**src/rtl/vga_pkg.sv**
```systemverilog
// vga_pkg: 800x600@60 raster constants and types shared by the
// timing generator and the receive-side timing recovery.
package vga_pkg;

  localparam int H_TOTAL      = 1056;
  localparam int H_SYNC       = 128;
  localparam int H_DISP_START = 216;
  localparam int H_DISP_END   = 1015;
  localparam int V_TOTAL      = 628;
  localparam int V_SYNC       = 4;
  localparam int V_DISP_START = 27;
  localparam int V_DISP_END   = 626;

  typedef enum logic [1:0] {
    SEARCH,
    TRACK,
    LOCKED
  } rec_state_t;

  typedef enum logic [1:0] {
    ERR_NONE  = 2'd0,
    ERR_LINE  = 2'd1,
    ERR_HSYNC = 2'd2,
    ERR_FRAME = 2'd3
  } err_code_t;

  function automatic logic in_win(int v, int lo, int hi);
    return (v >= lo) && (v <= hi);
  endfunction

endpackage

```
**src/rtl/sync_edge_det.sv**
```systemverilog
// sync_edge_det: one-stage register on a sync line with
// combinational falling/rising edge pulses.
module sync_edge_det #(
  parameter logic INIT = 1'b0
) (
  input  logic clk,
  input  logic rst,
  input  logic din,
  output logic fall,
  output logic rise
);

  logic d_q;

  always_ff @(posedge clk or posedge rst) begin
    if (rst) d_q <= INIT;
    else     d_q <= din;
  end

  assign fall = d_q & ~din;
  assign rise = ~d_q & din;

endmodule

```
**src/rtl/vga_timing_recover.sv**
```systemverilog
// vga_timing_recover: rebuilds col/row/blank from incoming HS/VS
// and verifies every line and frame against the raster timing.
module vga_timing_recover
  import vga_pkg::*;
#(
  parameter int WIDTH       = 11,
  parameter int LOCK_FRAMES = 2,
  parameter int H_TOT       = H_TOTAL,
  parameter int H_SW        = H_SYNC,
  parameter int H_DS        = H_DISP_START,
  parameter int H_DE        = H_DISP_END,
  parameter int V_TOT       = V_TOTAL,
  parameter int V_SW        = V_SYNC,
  parameter int V_DS        = V_DISP_START,
  parameter int V_DE        = V_DISP_END
) (
  input  logic       clock_40MHz,
  input  logic       reset,
  input  logic       HS,
  input  logic       VS,
  output logic [9:0] col,
  output logic [9:0] row,
  output logic       blank,
  output logic       frame_start,
  output logic       locked,
  output logic       timing_err,
  output logic [1:0] err_code
);

  localparam logic [WIDTH-1:0] H_END   = WIDTH'(H_TOT);
  localparam logic [WIDTH-1:0] H_SWEND = WIDTH'(H_SW);
  localparam logic [WIDTH-1:0] H_MAX   = '1;
  localparam logic [WIDTH-1:0] H_OFS   = WIDTH'(H_DS);
  localparam logic [9:0]       V_LAST  = 10'(V_TOT - 1);
  localparam logic [9:0]       V_SWL   = 10'(V_SW - 1);
  localparam logic [9:0]       V_MAX   = '1;
  localparam logic [9:0]       V_OFS   = 10'(V_DS);
  localparam logic [3:0]       GF_LOCK = 4'(LOCK_FRAMES);

  logic h_fall, h_rise, v_fall, v_rise;

  sync_edge_det u_hs (
    .clk  (clock_40MHz),
    .rst  (reset),
    .din  (HS),
    .fall (h_fall),
    .rise (h_rise)
  );

  sync_edge_det u_vs (
    .clk  (clock_40MHz),
    .rst  (reset),
    .din  (VS),
    .fall (v_fall),
    .rise (v_rise)
  );

  logic [WIDTH-1:0] h_cnt;
  logic [9:0]       v_cnt;
  logic [3:0]       good_frames, gf_nxt;
  rec_state_t       state, state_nxt;
  err_code_t        err_sel;
  logic             chk_on, err, good_vf;
  logic             e_line, e_hsw, e_frm;
  logic             disp;

  // h_fall marks column 0, so loading 1 aligns h_cnt with the source
  always_ff @(posedge clock_40MHz or posedge reset) begin
    if (reset) begin
      h_cnt <= '0;
      v_cnt <= '0;
    end else begin
      if (h_fall)
        h_cnt <= WIDTH'(1);
      else if (h_cnt != H_MAX)
        h_cnt <= h_cnt + WIDTH'(1);
      if (h_fall) begin
        if (v_fall)
          v_cnt <= '0;
        else if (v_cnt != V_MAX)
          v_cnt <= v_cnt + 10'd1;
      end
    end
  end

  assign chk_on = (state != SEARCH);

  always_comb begin
    e_line = 1'b0;
    e_hsw  = 1'b0;
    e_frm  = 1'b0;
    if (chk_on) begin
      e_line = h_fall ? (h_cnt != H_END)
                      : (h_cnt == H_END);
      e_hsw  = h_rise & (h_cnt != H_SWEND);
      e_frm  = (v_fall & (~h_fall | (v_cnt != V_LAST)))
             | (v_rise & ~(h_fall & (v_cnt == V_SWL)))
             | (h_fall & ~v_fall & (v_cnt == V_LAST));
    end
  end

  assign err     = e_line | e_hsw | e_frm;
  assign good_vf = chk_on & v_fall & ~err;

  always_comb begin
    err_sel = ERR_NONE;
    if (e_line)     err_sel = ERR_LINE;
    else if (e_hsw) err_sel = ERR_HSYNC;
    else if (e_frm) err_sel = ERR_FRAME;
  end

  always_comb begin
    state_nxt = state;
    gf_nxt    = good_frames;
    unique case (state)
      SEARCH: begin
        if (h_fall & v_fall) begin
          state_nxt = TRACK;
          gf_nxt    = '0;
        end
      end
      TRACK: begin
        if (err) begin
          state_nxt = SEARCH;
          gf_nxt    = '0;
        end else if (v_fall) begin
          gf_nxt = good_frames + 4'd1;
          if (gf_nxt == GF_LOCK)
            state_nxt = LOCKED;
        end
      end
      LOCKED: begin
        if (err) begin
          state_nxt = SEARCH;
          gf_nxt    = '0;
        end
      end
      default: begin
        state_nxt = SEARCH;
        gf_nxt    = '0;
      end
    endcase
  end

  assign disp = chk_on
              & in_win(int'(h_cnt), H_DS, H_DE)
              & in_win(int'(v_cnt), V_DS, V_DE);

  always_ff @(posedge clock_40MHz or posedge reset) begin
    if (reset) begin
      state       <= SEARCH;
      good_frames <= '0;
      col         <= '0;
      row         <= '0;
      blank       <= 1'b1;
      frame_start <= 1'b0;
      locked      <= 1'b0;
      timing_err  <= 1'b0;
      err_code    <= ERR_NONE;
    end else begin
      state       <= state_nxt;
      good_frames <= gf_nxt;
      blank       <= ~disp;
      col         <= disp ? 10'(h_cnt - H_OFS) : 10'd0;
      row         <= disp ? (v_cnt - V_OFS) : 10'd0;
      frame_start <= good_vf;
      locked      <= (state_nxt == LOCKED);
      timing_err  <= err;
      if (err)
        err_code <= err_sel;
    end
  end

endmodule

```
**config.mk**
```make
export PLATFORM = sky130hd
export DESIGN_NAME = vga_timing_recover
export DESIGN_NICKNAME = d
export VERILOG_FILES = /design/src/rtl/vga_pkg.sv /design/src/rtl/sync_edge_det.sv /design/src/rtl/vga_timing_recover.sv
export SDC_FILE = /design/constraint.sdc
export NUM_CORES = 1
export LEC_CHECK = 0
export ABC_CLOCK_PERIOD_IN_PS = 5300
export BUFFER_PORTS_ARGS = -buffer_cell sky130_fd_sc_hd__buf_4
export CAP_MARGIN = 15
export CORE_AREA = 3 3 77 79
export CTS_CLUSTER_DIAMETER = 200
export DETAILED_ROUTE_END_ITERATION = 10
export DIE_AREA = 0 0 80 82
export PLACE_DENSITY_LB_ADDON = 0.3
export SLEW_MARGIN = 20
export SYNTH_ARGS = -nofsm -noshare
export SYNTH_HDL_FRONTEND = slang
export SYNTH_HIERARCHICAL = 1
export SYNTH_SLANG_ARGS = --single-unit
export TNS_END_PERCENT = 10
```
**constraint.sdc**
```tcl
create_clock -name clock_40MHz -period 5.3 [get_ports clock_40MHz]
set_clock_uncertainty 0.2 [all_clocks]
set_input_delay 0.53 -clock clock_40MHz [delete_from_list [all_inputs] [get_ports clock_40MHz]]
set_output_delay 0.53 -clock clock_40MHz [all_outputs]
set_load 0.05 [all_outputs]
```
==> results of run 1 <==
-- registers in the layout, indices dropped and copies added, names as in the netlist --
signal       cells
h_cnt           11
col             10
row             10
v_cnt           10
good_frames      4
err_code         2
state            2
blank            1
frame_start      1
locked           1
timing_err       1
u_hs/d_q         1
u_vs/d_q         1
-- routing by layer --
metal	vias to the layer above	GRT usage [%]	share of wire (%)
met5	-	0	0
met2	58	27.6	45
li1	1076	-	-
met3	7	3.40	5.3
met1	1056	25.6	48
met4	0	5.41	1.2
-- worst max-delay path, stage by stage (launching register included) --
cell       delay, ps
dfrtp_1          340
nor2b_1          780
nand4bb_1        250
or4_1            600
nand4_2          170
o32ai_2          110
a22o_1           250
-- cells by family (layout without fill, tap and decap cells) --
group / Yosys count / in the layout / share of synthesized area (%)
flops: 55 / 55 / 48.1
compound gates: 56 / 56 / 13.5
fa+ha+maj: 8 / 8 / 3.49
mux: 1 / 1 / 0.349
xor+xnor: 19 / 19 / 5.81
simple gates: 132 / 132 / 24.6
buf+inv: 28 / 49 / 4.23
-- power groups by stage --
stage / Combinational, mW / Clock, mW / Sequential [mW]
CTS: 0.203 / 0.224 / 0.504
global route: 0.225 / 0.244 / 0.514
floorplan: 0.138 / 0 / 0.520
finish: 0.201 / 0.216 / 0.504
detailed placement: 0.201 / 0 / 0.512
global placement: 0.197 / 0 / 0.511
-- layout by cell type, fill, tap and decap left out, drive strengths merged, types with 2 or more instances in the layout --
cell	synthesis	final
nor2	46	46
and2b	2	2
nor2b	3	3
clkbuf	12	7
or4	2	2
or3	5	5
xnor2	8	8
or2	6	6
nand2	16	16
nand3	8	8
o21ai	13	13
o31ai	4	4
buf	6	30
a22o	6	6
dfrtp	54	54
clkinv	0	2
xor2	11	11
and2	5	5
a31oi	5	5
nor3	9	9
o41ai	2	2
nand2b	9	9
and4	2	2
ha	8	8
nand4	8	8
o22ai	2	2
a21oi	15	15
inv	10	9
nand4b	2	2
nor4	3	3
-- per-stage QoR --
step	utilization, %	hold slack [ps]	cell area (um^2)	total power [mW]	setup WS [ps]
final	59.0	146	3190	0.922	2490
after global routing	59.0	132	3190	0.983	2180
after CTS	59.0	135	3190	0.931	2490
after detailed placement	57.3	194	3100	0.713	2180
after global placement	57.3	193	3100	0.707	2230
after floorplan	-	58.7	2870	0.658	2870
-- area by class of cell --
type                    count  area, um^2  area share [%]
multi-input cells         216        1370            42.9
repair buffers             31         235            7.37
inverters                  10        38.8            1.22
clock inverters             1        5.00           0.157
well taps                  72        90.1            2.82
flip-flops and latches     55        1380            43.2
clock buffers               7        76.3            2.39
-- final timing paths --
path                                    startpoint  depth (start not counted)  slack (ps)                          to
max                             u_hs/d_q$_DFF_PP0_                          6        2490  good_frames[1]$_DFFE_PP0P_
min                                             VS                          1         150          u_vs/d_q$_DFF_PP0_
max reg2reg                     u_hs/d_q$_DFF_PP0_                          6        2490  good_frames[1]$_DFFE_PP0P_
min reg2reg                err_code[1]$_DFFE_PP0P_                          2         330     err_code[1]$_DFFE_PP0P_
max in group asynchronous                    reset                          3        3630            row[2]$_DFF_PP0_
min in group asynchronous                    reset                          3         430          u_vs/d_q$_DFF_PP0_
-- what timing repair did --
action                    4_1_cts  5_1_grt
hold buffers                    1        0
buffers inserted                0        0
hold endpoints to repair        2        0
==> metrics.md, run 1 <==
| Metric | Value |
|---|---|
| Root Buffer | clkbuf_8 |
| Ys flop type | dfrtp_1 |
| Via density per instance | 5.60 |
| Layout Cells excl Fill | 392 |
| Combinational fraction of design power | 21.8% |
| Layout area overhead | 11.3% |
| Reg clk slew, reported paths | 90 ps |
| Final RePlAce weighted congestion | 0.849 |
| Switch Pwr | 0.300 mW |
| Sum of negative setup slack | 0 ps |
| Post-Synthesis Cells | 299 |
| Crit. End Element | register |
| Placed Cells | 383 |
| Seq pwr share | 54.7% |
| CTS HTree Levels | 2 |
| Crit path required time | 5290 ps |
| Worst vdd ir | 0.203 mV |
| Slew headroom | 33.9% |
| Critical path class | reg -> reg |
| Max Cap Violations | 0 |
| Unique cell type count in the Yosys netlist | 54 |
| Largest net degree at the start of global routing | 54 |
| Final Hold Fails | 0 |
| Final setup viols | 0 |
| Iteration count of the initial detailed-routing pass | 4 |
| DR WL/cell | 13.5 um |
| Post-DP HPWL | 3770 um |
| I/O Buffers | 29 |
| I/O pin cnt | 30 |
| Mapped cell area | 0.00287 mm^2 |
| First-iteration detailed-routing DRC count | 115 |
| YS warnings | 6 |
| Std cell rows | 27 |
| PostCTS Resize Cnt | 0 |
| Fraction of the yosys area taken by sequential cells | 48.1% |
| Initial Util | 53.0% |
| Status | finished clean |
| Post-DRT Antenna Nets | 0 |
| Die height | 82 um |
| Sw frac | 32.5% |
| CP max FO | 16 |
| Post-synth ARST share | 100% |
| Fraction of layout cells with a size suffix above 1 | 17.5% |
| Highest Clock Rate | 356 MHz |
| Period Utilization, post-route | 53.0% |
| Clock Sinks | 55 |
| Min Tclk post-route | 2810 ps |
| Main area contributors after synthesis | dfrtp_1 (47%), nor2_1 (6.0%), ha_1 (3.5%), xor2_1 (3.4%), a21oi_1 (2.6%) |
| Initial antenna violation count | 0 |
| Min-delay worst type | in -> reg |
| Core area | 0.00541 mm^2 |
| Number of flops mapped to enable cells by yosys | 0 |
| Clock Tree Buf Depth | 2 |
| Die W | 80 um |
| Clk_lat worst skew | 300 ps |
| Critical Path Start Type | register |
| Filler cells | 493 |
| Critical Path AT | 2800 ps |
| Worst-margin pin slew | 989 ps |
| Power Density | 289 mW/mm^2 |
| Grt ovf | 0 |
| Final net count | 331 |
| Total Routing Usage GR | 17.9% |
| Synth Net Count | 311 |
| DR DRC count | 0 |
| Ant diodes | 0 |
| Top-count cell post-synth | dfrtp_1 |
| First-pass GRT wire length | 9290 um |
| Commonest cells post-synth | dfrtp_1 (54), nor2_1 (46), nand2_1 (16), a21oi_1 (15), o21ai_0 (13) |
| Flops & latches, synth | 55 |
| RSZ-0062 raised after global routing | no |
| Top cell type's share of synthesized area | 47.1% |
| Vias | 2,197 |
| Die area | 0.00656 mm^2 |
| Clock power share | 23.5% |
| TritonCTS clock tree | yes |
| Vias in the first global route | 1,990 |
| Synth area leader | dfrtp_1 |
| Internal power | 0.622 mW |
| Slew Limit Fails | 0 |
| Avg Cell Area, Syn | 9.59 um^2 |
| Leak Pwr | 1.47 nW |
| Total CTS buffers | 5 |
| Routed wire length | 5290 um |
Power figures use the tool's default switching activity.
==> run 2: changes to the inputs <==
ABC_CLOCK_PERIOD_IN_PS = 2450   (was 5300)
CORE_AREA = 3 3 78 80   (was 3 3 77 79)
DIE_AREA = 0 0 81 83   (was 0 0 80 82)
clock period = 2.45 ns   (was 5.3 ns; I/O delays follow)
==> metrics.md, run 2 (synthesis results as in run 1) <==
| Metric | Value |
|---|---|
| CTS HTree Levels | 2 |
| Worst-margin pin slew | 499 ps |
| Die height | 83 um |
| Layout Cells excl Fill | 418 |
| Pre-CTS setup slack | 9.41 ps |
| Fraction of layout cells with a size suffix above 1 | 25.4% |
| Setup ws final | 116 ps |
| Core area | 0.00547 mm^2 |
| Min-delay worst type | in -> async |
| Post-DP HPWL | 4300 um |
| Worst vdd ir | 0.343 mV |
| I/O Buffers | 29 |
| Design Power | 2.09 mW |
| Commonest cells after routing, fill and taps aside | buf_4 (56), dfrtp_1 (53), nor2_1 (45) |
| Reg clk slew, reported paths | 90 ps |
| CP max FO | 3 |
| Layout area overhead | 19.6% |
| Grt ovf | 0 |
| Crit path required time | 2460 ps |
| Post-CTS setup buffers | 0 |
| Min Tclk post-route | 2330 ps |
| Root Buffer | clkbuf_8 |
| Busiest grt layer | met2 |
| Clock Sinks | 55 |
| Final setup viols | 0 |
| Die area | 0.00672 mm^2 |
| Total Routing Usage GR | 19.4% |
| Placed Cells | 409 |
| Sum of negative setup slack | 0 ps |
| Clk_lat worst skew | 310 ps |
| Final RePlAce weighted congestion | 0.818 |
| GRT met2 Usage | 31.0% |
| Initial antenna violation count | 0 |
| Commonest non-fill, non-tap cell in the layout | buf_4 |
| Iteration count of the initial detailed-routing pass | 4 |
| First-iteration detailed-routing DRC count | 152 |
| Slew headroom | 66.7% |
| Std cell rows | 27 |
| Vias in the first global route | 2,300 |
| Status | finished clean |
| Post-layout util | 62.6% |
| DR DRC count | 0 |
| Leak Pwr | 1.61 nW |
| Ant diodes | 0 |
| DR WL/cell | 14.3 um |
| Routed wire length | 5960 um |
| Final Hold Fails | 0 |
| Largest net degree at the start of global routing | 25 |
| First-pass GRT wire length | 10,500 um |
| Via density per instance | 5.55 |
| Met3 Use GR | 4.88% |
| I/O pin cnt | 30 |
| Power Density | 609 mW/mm^2 |
| Vias | 2,318 |
| Max Cap Violations | 0 |
| Total CTS buffers | 5 |
| Final net count | 359 |
| Critical path class | reg -> reg |
| Highest Clock Rate | 428 MHz |
| Initial Util | 52.4% |
| Post-DRT Antenna Nets | 0 |
| Met1 track demand over resource | 25.8% |
| Critical Path AT | 2340 ps |
| Max reg flops | 11 |
| Slew Limit Fails | 0 |
| Crit. End Element | register |
| Clock Tree Buf Depth | 2 |
| Critical Path Start Type | register |
| Period Utilization, post-route | 95.3% |
| Die W | 81 um |
| Top reg by flops | h_cnt |
| TritonCTS clock tree | yes |
==> run 2: cell types whose count changed in the layout (fill, tap and decap cells not counted), moves of 2 or more <==
cell           before  now
inv_2               0    3
inv_1               9    7
buf_4              30   56
clkinv_2            2    0
dlygate4sd3_1       1    3
ha_1                8    6
==> run 2: area by class of cell <==
cell class / count / area [um^2]
Sequential cell: 55 / 1380
Fill cell: 473 / 2050
Timing Repair Buffer: 59 / 450
Inverter: 10 / 37.5
Clock buffer: 6 / 72.6
Tap cell: 72 / 90.1
Multi-Input combinational cell: 216 / 1400
==> run 2: metrics by stage <==
stage	hold slack (ps)	instance area, um^2
after floorplan	-226	2870
after global routing	135	3430
final	127	3430
after global placement	-91.5	3290
after CTS	126	3410
after detailed placement	-88.2	3290
==> run 2: repair_timing <==
item	4_1_cts	5_1_grt
resized for setup	2	7
setup endpoints to repair	7	11
endpoints found under the hold margin	25	0
pin swaps	0	6
hold buffers	3	0
==> run 2: path summary, 6_finish.rpt <==
kind / from / end / slack [ps] / cells past startpoint
worst max-delay path: h_cnt[0]$_DFFE_PP0P_ / good_frames[1]$_DFFE_PP0P_ / 120 / 7
worst min-delay path: reset / u_hs/d_q$_DFF_PP0_ / 130 / 3
worst max register to register: h_cnt[0]$_DFFE_PP0P_ / good_frames[1]$_DFFE_PP0P_ / 120 / 7
worst min register to register: err_code[1]$_DFFE_PP0P_ / err_code[1]$_DFFE_PP0P_ / 330 / 2
max in group asynchronous: reset / h_cnt[3]$_DFFE_PP0P_ / 1080 / 4
min in group clock_40MHz: err_code[1]$_DFFE_PP0P_ / err_code[1]$_DFFE_PP0P_ / 330 / 2
==> run 2: per-layer routing <==
layer	up-vias	wire length, um
li1	1137	-
met1	1120	2800
met2	53	2850
met3	8	244
met4	0	74
met5	-	0
==> run 2: report_power, final <==
group	internal, mW	switching, mW	leakage (nW)
clock	0.192	0.276	0.0371
sequential	0.980	0.0944	0.741
combinational	0.228	0.319	0.828
total	1.40	0.689	1.61
==> run 2: worst max-delay path, cell delays in order, from the launching register on <==
cell,delay [ps]
dfrtp_1,390
inv_2,80
ha_4,130
or4b_4,500
nor4_4,190
mux2i_2,360
o32ai_2,150
a22o_1,220
